==> config.mk <==
export PLATFORM = sky130hd
export DESIGN_NAME = psum_wb_buf
export DESIGN_NICKNAME = d
export VERILOG_FILES = /design/src/rtl/psum_wb_pkg.sv /design/src/rtl/psum_wb_fifo.sv /design/src/rtl/psum_wb_buf.sv
export SDC_FILE = /design/constraint.sdc
export NUM_CORES = 1
export LEC_CHECK = 0
export CAP_MARGIN = 20
export CORE_AREA = 2 2 435 437
export CTS_CLUSTER_SIZE = 10
export DETAILED_ROUTE_END_ITERATION = 12
export DIE_AREA = 0 0 437 439
export REMOVE_ABC_BUFFERS = 1
export SLEW_MARGIN = 20
export SYNTH_ARGS = -nofsm -noshare
export SYNTH_HDL_FRONTEND = slang
export SYNTH_HIERARCHICAL = 1
export SYNTH_SLANG_ARGS = --single-unit
export TNS_END_PERCENT = 5
==> constraint.sdc <==
create_clock -name CLK -period 3.6 [get_ports CLK]
set_clock_uncertainty 0.1 [all_clocks]
set_input_delay 1.08 -clock CLK [delete_from_list [all_inputs] [get_ports CLK]]
set_output_delay 1.08 -clock CLK [all_outputs]
set_load 0.1 [all_outputs]
==> src/rtl/psum_wb_pkg.sv <==
// Shared constants and helpers for the partial-sum writeback stage.
// Holds the mode encodings, default widths and the signed saturation helper.
package psum_wb_pkg;

    localparam int WB_NUM_BANK  = 32;
    localparam int WB_BIT_PSUM  = 32;
    localparam int WB_BIT_OUT   = 16;
    localparam int WB_DEPTH     = 8;
    localparam int WB_BIT_SHIFT = 5;

    // Internal width of the saturation helper; BIT_PSUM must not exceed it.
    localparam int WB_SAT_W = 64;

    localparam logic [1:0] WB_MODE_SAT  = 2'b00;
    localparam logic [1:0] WB_MODE_RELU = 2'b01;
    localparam logic [1:0] WB_MODE_RAW  = 2'b10;

    // Clamp a signed value into the range representable in bit_out bits.
    function automatic logic signed [WB_SAT_W-1:0] saturate(
        input logic signed [WB_SAT_W-1:0] value,
        input int                         bit_out
    );
        logic signed [WB_SAT_W-1:0] hi;
        logic signed [WB_SAT_W-1:0] lo;
        hi = (WB_SAT_W'(1) <<< (bit_out - 1)) - WB_SAT_W'(1);
        lo = -hi - WB_SAT_W'(1);
        if (value > hi) begin
            return hi;
        end else if (value < lo) begin
            return lo;
        end
        return value;
    endfunction

endpackage

==> src/rtl/psum_wb_fifo.sv <==
// First-word-fall-through synchronous FIFO with occupancy count.
// A push on a full FIFO is only taken when a pop happens in the same cycle.
module psum_wb_fifo #(
    parameter  int DATA_W = 16,
    parameter  int DEPTH  = 8,
    localparam int AW     = $clog2(DEPTH),
    localparam int CW     = AW + 1
) (
    input  logic              CLK,
    input  logic              RST,
    input  logic              i_Push,
    input  logic              i_Pop,
    input  logic [DATA_W-1:0] i_Data,
    output logic [DATA_W-1:0] o_Data,
    output logic [CW-1:0]     o_Count,
    output logic              o_Full,
    output logic              o_Empty
);

    logic [DATA_W-1:0] mem [DEPTH];
    logic [AW-1:0]     wr_ptr;
    logic [AW-1:0]     rd_ptr;
    logic [CW-1:0]     count;
    logic              push_ok;
    logic              pop_ok;

    assign o_Full  = (count == CW'(DEPTH));
    assign o_Empty = (count == '0);
    assign o_Count = count;

    assign pop_ok  = i_Pop && !o_Empty;
    assign push_ok = i_Push && (!o_Full || pop_ok);

    // NOTE: sequential state uses non-blocking assignments so every register samples pre-edge values.
    always_ff @(posedge CLK or posedge RST) begin
        if (RST) begin
            wr_ptr <= '0;
            rd_ptr <= '0;
            count  <= '0;
        end else begin
            if (push_ok) begin
                wr_ptr <= wr_ptr + AW'(1);
            end
            if (pop_ok) begin
                rd_ptr <= rd_ptr + AW'(1);
            end
            count <= count + CW'(push_ok) - CW'(pop_ok);
        end
    end

    // NOTE: storage is not reset; the empty flag masks stale contents on the output.
    always_ff @(posedge CLK) begin
        if (push_ok) begin
            mem[wr_ptr] <= i_Data;
        end
    end

    assign o_Data = o_Empty ? '0 : mem[rd_ptr];

endmodule

==> src/rtl/psum_wb_buf.sv <==
// Partial-sum writeback stage: one-hot bank select, requantisation and an FWFT
// output buffer drained over valid/ready, with sticky error flags and a beat counter.
module psum_wb_buf
    import psum_wb_pkg::*;
#(
    parameter int NUM_BANK  = WB_NUM_BANK,
    parameter int BIT_PSUM  = WB_BIT_PSUM,
    parameter int BIT_OUT   = WB_BIT_OUT,
    parameter int DEPTH     = WB_DEPTH,
    parameter int BIT_SHIFT = WB_BIT_SHIFT
) (
    input  logic                         CLK,
    input  logic                         RST,
    input  logic [NUM_BANK*BIT_PSUM-1:0] i_Psum,
    input  logic [NUM_BANK-1:0]          i_Psram_En,
    input  logic                         i_Valid_WB_Psum,
    input  logic [1:0]                   i_Mode,
    input  logic [BIT_SHIFT-1:0]         i_Shift,
    output logic                         o_Almost_Full,
    output logic [BIT_OUT-1:0]           o_Data_WB_Out,
    output logic                         o_Valid_WB_Psum,
    input  logic                         i_Ready,
    input  logic                         i_Err_Clr,
    output logic                         o_Err_Multi,
    output logic                         o_Err_Ovf,
    output logic [15:0]                  o_Beat_Cnt
);

    localparam int CW = $clog2(DEPTH) + 1;

    logic [BIT_PSUM-1:0]        sel_psum;
    logic                       multi_hot;
    logic                       s1_valid;
    logic [BIT_PSUM-1:0]        s1_psum;
    logic [1:0]                 s1_mode;
    logic [BIT_SHIFT-1:0]       s1_shift;
    logic signed [BIT_PSUM-1:0] shifted;
    logic [BIT_OUT-1:0]         wb_data;
    logic [CW-1:0]              fifo_count;
    logic [CW-1:0]              count_nxt;
    logic                       fifo_full;
    logic                       fifo_empty;
    logic                       pop;
    logic                       push_acc;
    logic                       ovf_set;
    logic                       multi_set;
    logic                       af_nxt;

    // NOTE: always_comb blocks assign every output a default first so no latch is inferred.
    always_comb begin
        sel_psum = '0;
        for (int b = 0; b < NUM_BANK; b++) begin
            sel_psum = sel_psum | (i_Psum[b*BIT_PSUM +: BIT_PSUM] & {BIT_PSUM{i_Psram_En[b]}});
        end
    end

    assign multi_hot = |(i_Psram_En & (i_Psram_En - NUM_BANK'(1)));
    assign multi_set = i_Valid_WB_Psum && multi_hot;

    always_ff @(posedge CLK or posedge RST) begin
        if (RST) begin
            s1_valid <= 1'b0;
            s1_psum  <= '0;
            s1_mode  <= WB_MODE_SAT;
            s1_shift <= '0;
        end else begin
            s1_valid <= i_Valid_WB_Psum;
            if (i_Valid_WB_Psum) begin
                s1_psum  <= sel_psum;
                s1_mode  <= i_Mode;
                s1_shift <= i_Shift;
            end
        end
    end

    // Requantise the captured beat; mode 11 behaves as plain shift+saturate.
    always_comb begin
        shifted = $signed(s1_psum) >>> s1_shift;
        if (s1_mode == WB_MODE_RELU && shifted[BIT_PSUM-1]) begin
            shifted = '0;
        end
        if (s1_mode == WB_MODE_RAW) begin
            wb_data = s1_psum[BIT_OUT-1:0];
        end else begin
            wb_data = BIT_OUT'(saturate(WB_SAT_W'(shifted), BIT_OUT));
        end
    end

    psum_wb_fifo #(
        .DATA_W (BIT_OUT),
        .DEPTH  (DEPTH)
    ) u_fifo (
        .CLK     (CLK),
        .RST     (RST),
        .i_Push  (s1_valid),
        .i_Pop   (pop),
        .i_Data  (wb_data),
        .o_Data  (o_Data_WB_Out),
        .o_Count (fifo_count),
        .o_Full  (fifo_full),
        .o_Empty (fifo_empty)
    );

    assign o_Valid_WB_Psum = !fifo_empty;
    assign pop             = o_Valid_WB_Psum && i_Ready;
    assign push_acc        = s1_valid && (!fifo_full || pop);
    assign ovf_set         = s1_valid && fifo_full && !pop;

    // Registered from next-state values so the flag reflects held plus in-flight beats.
    assign count_nxt = fifo_count + CW'(push_acc) - CW'(pop);
    assign af_nxt    = (32'(count_nxt) + 32'(i_Valid_WB_Psum)) >= 32'(DEPTH - 2);

    always_ff @(posedge CLK or posedge RST) begin
        if (RST) begin
            o_Almost_Full <= 1'b0;
            o_Err_Multi   <= 1'b0;
            o_Err_Ovf     <= 1'b0;
            o_Beat_Cnt    <= '0;
        end else begin
            o_Almost_Full <= af_nxt;
            o_Err_Multi   <= multi_set || (o_Err_Multi && !i_Err_Clr);
            o_Err_Ovf     <= ovf_set || (o_Err_Ovf && !i_Err_Clr);
            if (pop) begin
                o_Beat_Cnt <= o_Beat_Cnt + 16'd1;
            end
        end
    end

endmodule

==> results of run 1 <==
==> area by class of cell <==
cell class	count	area (µm²)	share of cell area (%)
multi-input combinational	1213	9490	29.4
inverter	24	91.3	0.283
clock buffer	17	425	1.32
sequential	197	5570	17.3
timing repair buffer	1329	13100	40.7
antenna	94	235	0.730
tap	2495	3120	9.68
clock inverter	15	194	0.602
==> flip-flops by register name, indices dropped and copies added (netlist names) <==
| signal | cells |
|---|---|
| u_fifo/rd_ptr | 3 |
| s1_shift | 5 |
| s1_valid | 1 |
| s1_psum | 32 |
| o_Beat_Cnt | 16 |
| u_fifo/mem | 128 |
| u_fifo/wr_ptr | 3 |
| o_Almost_Full | 1 |
| u_fifo/o_Count | 4 |
| o_Err_Ovf | 1 |
| o_Err_Multi | 1 |
| s1_mode | 2 |
==> timing repair <==
action / 4_1_cts / 5_1_grt
pin swaps: 0 / 0
gates resized for setup: 7 / 11
endpoints found under the setup margin: 19 / 138
==> placed cells by master (no fill, tap or decap), types with 27 or more instances in the layout <==
cell,instances
a221oi_1,130
edfxtp_1,128
mux4_2,57
diode_2,94
dfrtp_1,66
buf_4,249
nand3_1,107
nand4_1,40
a22oi_1,224
nand2_1,97
a222oi_1,33
o21ai_0,27
nor3_1,44
mux2i_1,38
clkdlybuf4s50_1,1034
buf_12,43
a22o_1,104
a21oi_1,54
nor2_1,79
==> logic make-up (layout without fill, tap and decap cells) <==
family	count (synthesis)	after routing	share of synthesized area [%]
AOI/OAI and AO/OA	648	648	32.4
xor gates and xnor gates	24	24	1.33
adders and majority gates	20	20	1.62
buffers and inverters	200	1385	5.23
DFF	197	197	35.3
muxes	114	114	11.9
other	0	94	0
and+or+nand+nor	407	407	12.3
==> where the power goes <==
group,switching (mW),internal [mW],total (mW),leakage (nW)
clock network,1.08,0.956,2.04,0.296
logic,4.41,3.22,7.64,8.79
registers,0.188,2.84,3.03,1.90
==> worst max-delay path by stage <==
stage	startpoint	to	slack, ns	depth (start not counted)
after floorplan	s1_shift[1]$_DFFE_PP0P_	u_fifo/mem[0][7]$_DFFE_PP_	-0.96	7
after global placement	i_Psram_En[1]	s1_psum[21]$_DFFE_PP0P_	-0.65	10
after detailed placement	i_Psram_En[1]	s1_psum[21]$_DFFE_PP0P_	-0.63	10
after CTS	u_fifo/o_Count[2]$_DFF_PP0_	o_Data_WB_Out[10]	-0.004	8
after global routing	u_fifo/o_Count[2]$_DFF_PP0_	o_Data_WB_Out[0]	-0.005	8
final	u_fifo/o_Count[2]$_DFF_PP0_	o_Data_WB_Out[0]	0.10	6
==> critical path, cell delays in order (launching register included) <==
cell	delay (ns)
dfrtp_1	0.41
inv_2	0.09
ha_1	0.16
or3b_4	0.41
and2_4	0.27
a22o_2	0.32
buf_12	0.18
==> metal layers <==
metal / wire, µm / vias up
li1: - / 9203
met1: 80000 / 11406
met2: 120000 / 1710
met3: 19600 / 614
met4: 13300 / 106
met5: 686 / -
==> stage by stage <==
stage	utilization (%)	instances	worst slack [ns]	total power, mW
final	17.2	5384	0.102	12.7
after global routing	17.2	5360	-0.00476	13.2
after CTS	17.1	5290	-0.00446	12.8
after detailed placement	16.7	5258	-0.635	10.7
after global placement	16.7	5258	-0.655	10.6
after floorplan	-	1434	-0.955	6.57
==> results.yml, run 1 <==
job:
  cap_violations: 0
die:
  die_area_um2: 192000
  top_level_ports: 1104
  fp.coreArea_um2: 187000
  initial_utilization_pct: 8.45
  die_w_um: 437
  die_y_um: 439
  row_count: 159
clock_network:
  path_clk_slew_ns: 0.09
  clk_latency_ns: 0.50
  clkSinkCount: 197
  clockBufferDepth: 2
  post_cts_buffers: 0
  cts_buffers: 17
  cts_max_level: 4
  cts_root_buf: "clkbuf_16"
  cts_tree: "done"
  postCtsHoldBufs: 0
timing:
  rsz0062_at_grt: "true"
  final_hold_viol_count: 0
  setup_viol: 0
  hold_ws_ns: 0.397
  slew_violations: 0
  worstMarginPinSlew_ns: 0.940
  finalSetupTns_ns: 0
  fmax_ghz: 0.286
  fin_crit_ns: 3.50
  relSlewSlack_pct: 36.7
  finalCritPeriodShare_pct: 97.2
worst_setup_path:
  r2r_setup_slack_ns: 0.14
  reg2reg_to: "u_fifo/mem[1][9]$_DFFE_PP_"
  worstPathMaxFanout: 16
  cp.arrival_ns: 2.32
  crit_path_start_kind: "flop"
  endpoint_kind: "output pin"
  reg2reg_from: "s1_shift[1]$_DFFE_PP0P_"
  reg2regPathDepth: 9
  crit_type: "reg -> out"
  crit_required_ns: 2.42
min_path:
  min_to: "o_Beat_Cnt[10]$_DFFE_PP0P_"
  hold_start: "o_Beat_Cnt[10]$_DFFE_PP0P_"
  worstHoldPathCells: 1
  hp-class: "reg -> reg"
synth:
  synthTopCellsByArea: "edfxtp_1 (24%), dfrtp_1 (11%), a22oi_1 (11%)"
  synth_top_area_share_pct: 24.3
  avgSynthCellArea_um2: 9.81
  synth_area_leader_cell: "edfxtp_1"
  synth-edff-count: 128
  synth_flop_cell: "edfxtp_1"
  synth_cell_type_count: 71
  yosysMostFrequentCell: "a22oi_1"
  yosys_register_bits: 197
  seq_area_frac_synth_pct: 35.3
  synth_common_cells: "a22oi_1 (224), clkbuf_1 (137), a221oi_1 (131), edfxtp_1 (128), a22o_1 (109)"
  postSynthCellCount: 1610
  ys_warn_count: 6
  syn_area_um2: 15800
  async_flop_share_pct: 35.0
routing:
  wirelength_mm: 234
  wire_per_inst_um: 43.4
  drc: 0
  drtIter0Drc: 2769
  via_per_inst: 4.28
  first_pass_iters: 8
  ant_nets: 0
  vias: 23039
place:
  finalWeightedCongestion: 1.04
  placed_area_um2: 31300
  place_hpwl_mm: 201
  io_buffers: 1103
power:
  vdd_drop_max_mv: 0.594
  leakage_nw: 11.0
  power.density_nw_per_um2: 394
global_route:
  gr-usage-met1_pct: 24.5
  grt_max_degree: 36
  grt_pass1_wl_mm: 282
  antenna_found_initial: 286
  met3_usage_pct: 6.66
  grt_pass1_vias: 22453
  grt_use_total_pct: 23.4
  grt-ovfl-total: 0
  met2_usage_pct: 41.7
  top_usage_layer: "met2"
layout:
  final_nets: 3866
  fin_area_um2: 32200
  drive_above_1_share_pct: 15.6
  nFillCells: 21052
  area_growth_pct: 104
outcome:
  status: "finished, final reports clean"
Power figures use the tool's default switching activity.
==> run 2, diff against run 1 <==
--- a/config.mk
+++ b/config.mk
@@ -10,6 +10,7 @@
 export CTS_CLUSTER_SIZE = 10
 export DETAILED_ROUTE_END_ITERATION = 12
 export DIE_AREA = 0 0 437 439
+export PLACE_DENSITY = 0.41
 export REMOVE_ABC_BUFFERS = 1
 export SLEW_MARGIN = 20
 export SYNTH_ARGS = -nofsm -noshare
==> results.yml, run 2 (same netlist as run 1, synthesis figures left out) <==
layout:
  fin_area_um2: 32000
  layout_common_cells: "clkdlybuf4s50_1 (1034), buf_4 (238), a22oi_1 (224)"
  reg.largest.list: "u_fifo/mem x128, s1_psum x32, o_Beat_Cnt x16"
  nFillCells: 21088
  final_cell_count_no_fill: 5348
  largest_reg_flops: 128
  area_growth_pct: 102
  layout.cells.most_common: "clkdlybuf4s50_1"
  drive_above_1_share_pct: 15.1
  final_nets: 3854
  top_register: "u_fifo/mem"
global_route:
  antenna_found_initial: 220
  grt_pass1_wl_mm: 268
  grt_pass1_vias: 22651
  grt_max_degree: 35
  grt-ovfl-total: 0
  grt_use_total_pct: 21.8
power:
  vdd_drop_max_mv: 0.663
  clockPowerShare_pct: 16.3
  total_power_mw: 12.7
  power.density_nw_per_um2: 396
  intPower_mw: 7.12
  pwr-share-seq_pct: 24.0
  swShare_pct: 43.8
  pwr-share-comb_pct: 59.7
  p_sw_mw: 5.55
  leakage_nw: 10.9
timing:
  worstMarginPinSlew_ns: 0.930
  final_hold_viol_count: 0
  relSlewSlack_pct: 38.0
  hold_ws_ns: 0.381
  finalCritPeriodShare_pct: 97.0
  finalSetupTns_ns: 0
  slew_violations: 0
  fin_crit_ns: 3.49
  setup_viol: 0
  rsz0062_at_grt: "true"
  fmax_ghz: 0.286
worst_setup_path:
  slowest_delay_ns: 0.41
  path_cells: "inv_2 -> ha_1 -> or3b_4 -> inv_1 -> nor2_1 -> buf_6 -> a22o_2 -> buf_12"
  path_delay_family: "buffers and inverters"
  worstPathMaxFanout: 16
  crit_path_start_kind: "flop"
  endpoint_kind: "output pin"
  reg2reg_from: "s1_shift[1]$_DFFE_PP0P_"
  reg2regPathDepth: 9
  crit_required_ns: 2.42
  cp.arrival_ns: 2.31
  cp_num_buf_inv: 4
  r2r_setup_slack_ns: 0.12
  crit_slowest_cell: "dfrtp_1"
  crit_type: "reg -> out"
  reg2reg_to: "u_fifo/mem[0][7]$_DFFE_PP_"
routing:
  wirelength_mm: 218
  via_per_inst: 4.23
  wire_per_inst_um: 40.7
  ant_nets: 0
  first_pass_iters: 7
  drc: 0
  vias: 22633
  drtIter0Drc: 2332
place:
  finalWeightedCongestion: 0.956
  placed_area_um2: 31100
  place_hpwl_mm: 187
  dpl.cell_count: 5245
  io_buffers: 1103
clock_network:
  cts_root_buf: "clkbuf_16"
  cts_tree: "done"
  clockBufferDepth: 2
  path_clk_slew_ns: 0.08
  clkSinkCount: 197
  cts_max_level: 4
  cts_buffers: 17
  clk_latency_ns: 0.49
job:
  cap_violations: 0
die:
  fp.coreArea_um2: 187000
  die_area_um2: 192000
  die_w_um: 437
  die_y_um: 439
  top_level_ports: 1104
  row_count: 159
  initial_utilization_pct: 8.45
outcome:
  status: "finished, final reports clean"
min_path:
  worstHoldPathCells: 1
  min_to: "o_Beat_Cnt[15]$_DFFE_PP0P_"
  hp-class: "reg -> reg"
  hold_start: "o_Beat_Cnt[15]$_DFFE_PP0P_"
-- run 2: changes by cell type in the layout (fill, tap and decap cells not counted), moves of 3 or more --
cell        delta
diode_2       -24
buf_4         -11
buf_12         -6
buf_2          +4
a22o_2         +3
a22o_4         -3
clkinvlp_4     +3
-- run 2: power groups by stage --
stage | Combinational (mW) | Sequential (mW) | Clock [mW]
CTS | 7.62 | 3.04 | 2.15
floorplan | 3.08 | 3.49 | 0
detailed placement | 7.58 | 3.09 | 0
finish | 7.56 | 3.04 | 2.07
global route | 7.91 | 3.07 | 2.21
global placement | 7.61 | 3.08 | 0
-- run 2: through the flow --
| step | worst slack [ns] | util (%) |
|---|---|---|
| floorplan | -0.955 | - |
| global placement | -0.607 | 16.6 |
| detailed placement | -0.312 | 16.6 |
| CTS | 0.0151 | 17.0 |
| global route | -0.0201 | 17.1 |
| finish | 0.107 | 17.1 |
-- run 2: area by class of cell --
cell class                      instances  area (µm²)  area share [%]
Timing Repair Buffer                 1317       12900            40.5
Multi-Input combinational cell       1213        9450            29.6
Sequential cell                       197        5570            17.4
Tap cell                             2495        3120            9.76
Clock buffer                           18         429            1.34
Clock inverter                         14         190           0.595
Antenna cell                           70         175           0.548
Inverter                               24        91.3           0.286
-- run 2: worst max path at each step --
stage	startpoint	end	slack [ns]	depth (start not counted)
after global placement	i_Psram_En[0]	o_Err_Multi$_DFF_PP0_	-0.61	10
after CTS	u_fifo/o_Count[2]$_DFF_PP0_	o_Data_WB_Out[14]	0.02	8
final	u_fifo/o_Count[2]$_DFF_PP0_	o_Data_WB_Out[14]	0.11	8
after global routing	u_fifo/o_Count[2]$_DFF_PP0_	o_Data_WB_Out[7]	-0.02	8
after detailed placement	i_Psram_En[4]	o_Err_Multi$_DFF_PP0_	-0.31	9
after floorplan	s1_shift[1]$_DFFE_PP0P_	u_fifo/mem[0][7]$_DFFE_PP_	-0.96	7
-- run 2: layer usage --
metal / track usage [%] / wire [µm]
met5: 0 / 407
met4: 9.97 / 12500
met3: 5.06 / 14900
met2: 38.3 / 108000
met1: 24.9 / 82500
-- run 2: what timing repair did --
item | in CTS | in global routing
setup buffers | 0 | 1
resized for setup | 5 | 5
hold buffers | 0 | 0
setup endpoints to repair | 11 | 112
pin swaps | 0 | 0
-- run 2: worst register-to-register path, delay by kind of cell (launching register included) --
| kind | cells | cell delay (ns) |
|---|---|---|
| AND/OR/NAND/NOR | 2 | 0.72 |
| multiplexers | 2 | 0.91 |
| buffers and inverters | 2 | 0.35 |
| flip-flops | 1 | 0.46 |
| AO/OA/AOI/OAI | 3 | 0.69 |
==> run 3, diff against run 2 <==
--- a/config.mk
+++ b/config.mk
@@ -5,6 +5,7 @@
 export SDC_FILE = /design/constraint.sdc
 export NUM_CORES = 1
 export LEC_CHECK = 0
+export ABC_CLOCK_PERIOD_IN_PS = 3600
 export CAP_MARGIN = 20
 export CORE_AREA = 2 2 435 437
 export CTS_CLUSTER_SIZE = 10
==> results of run 3 <==
The final DEF is identical to that of run 2; final timing and power are the same.
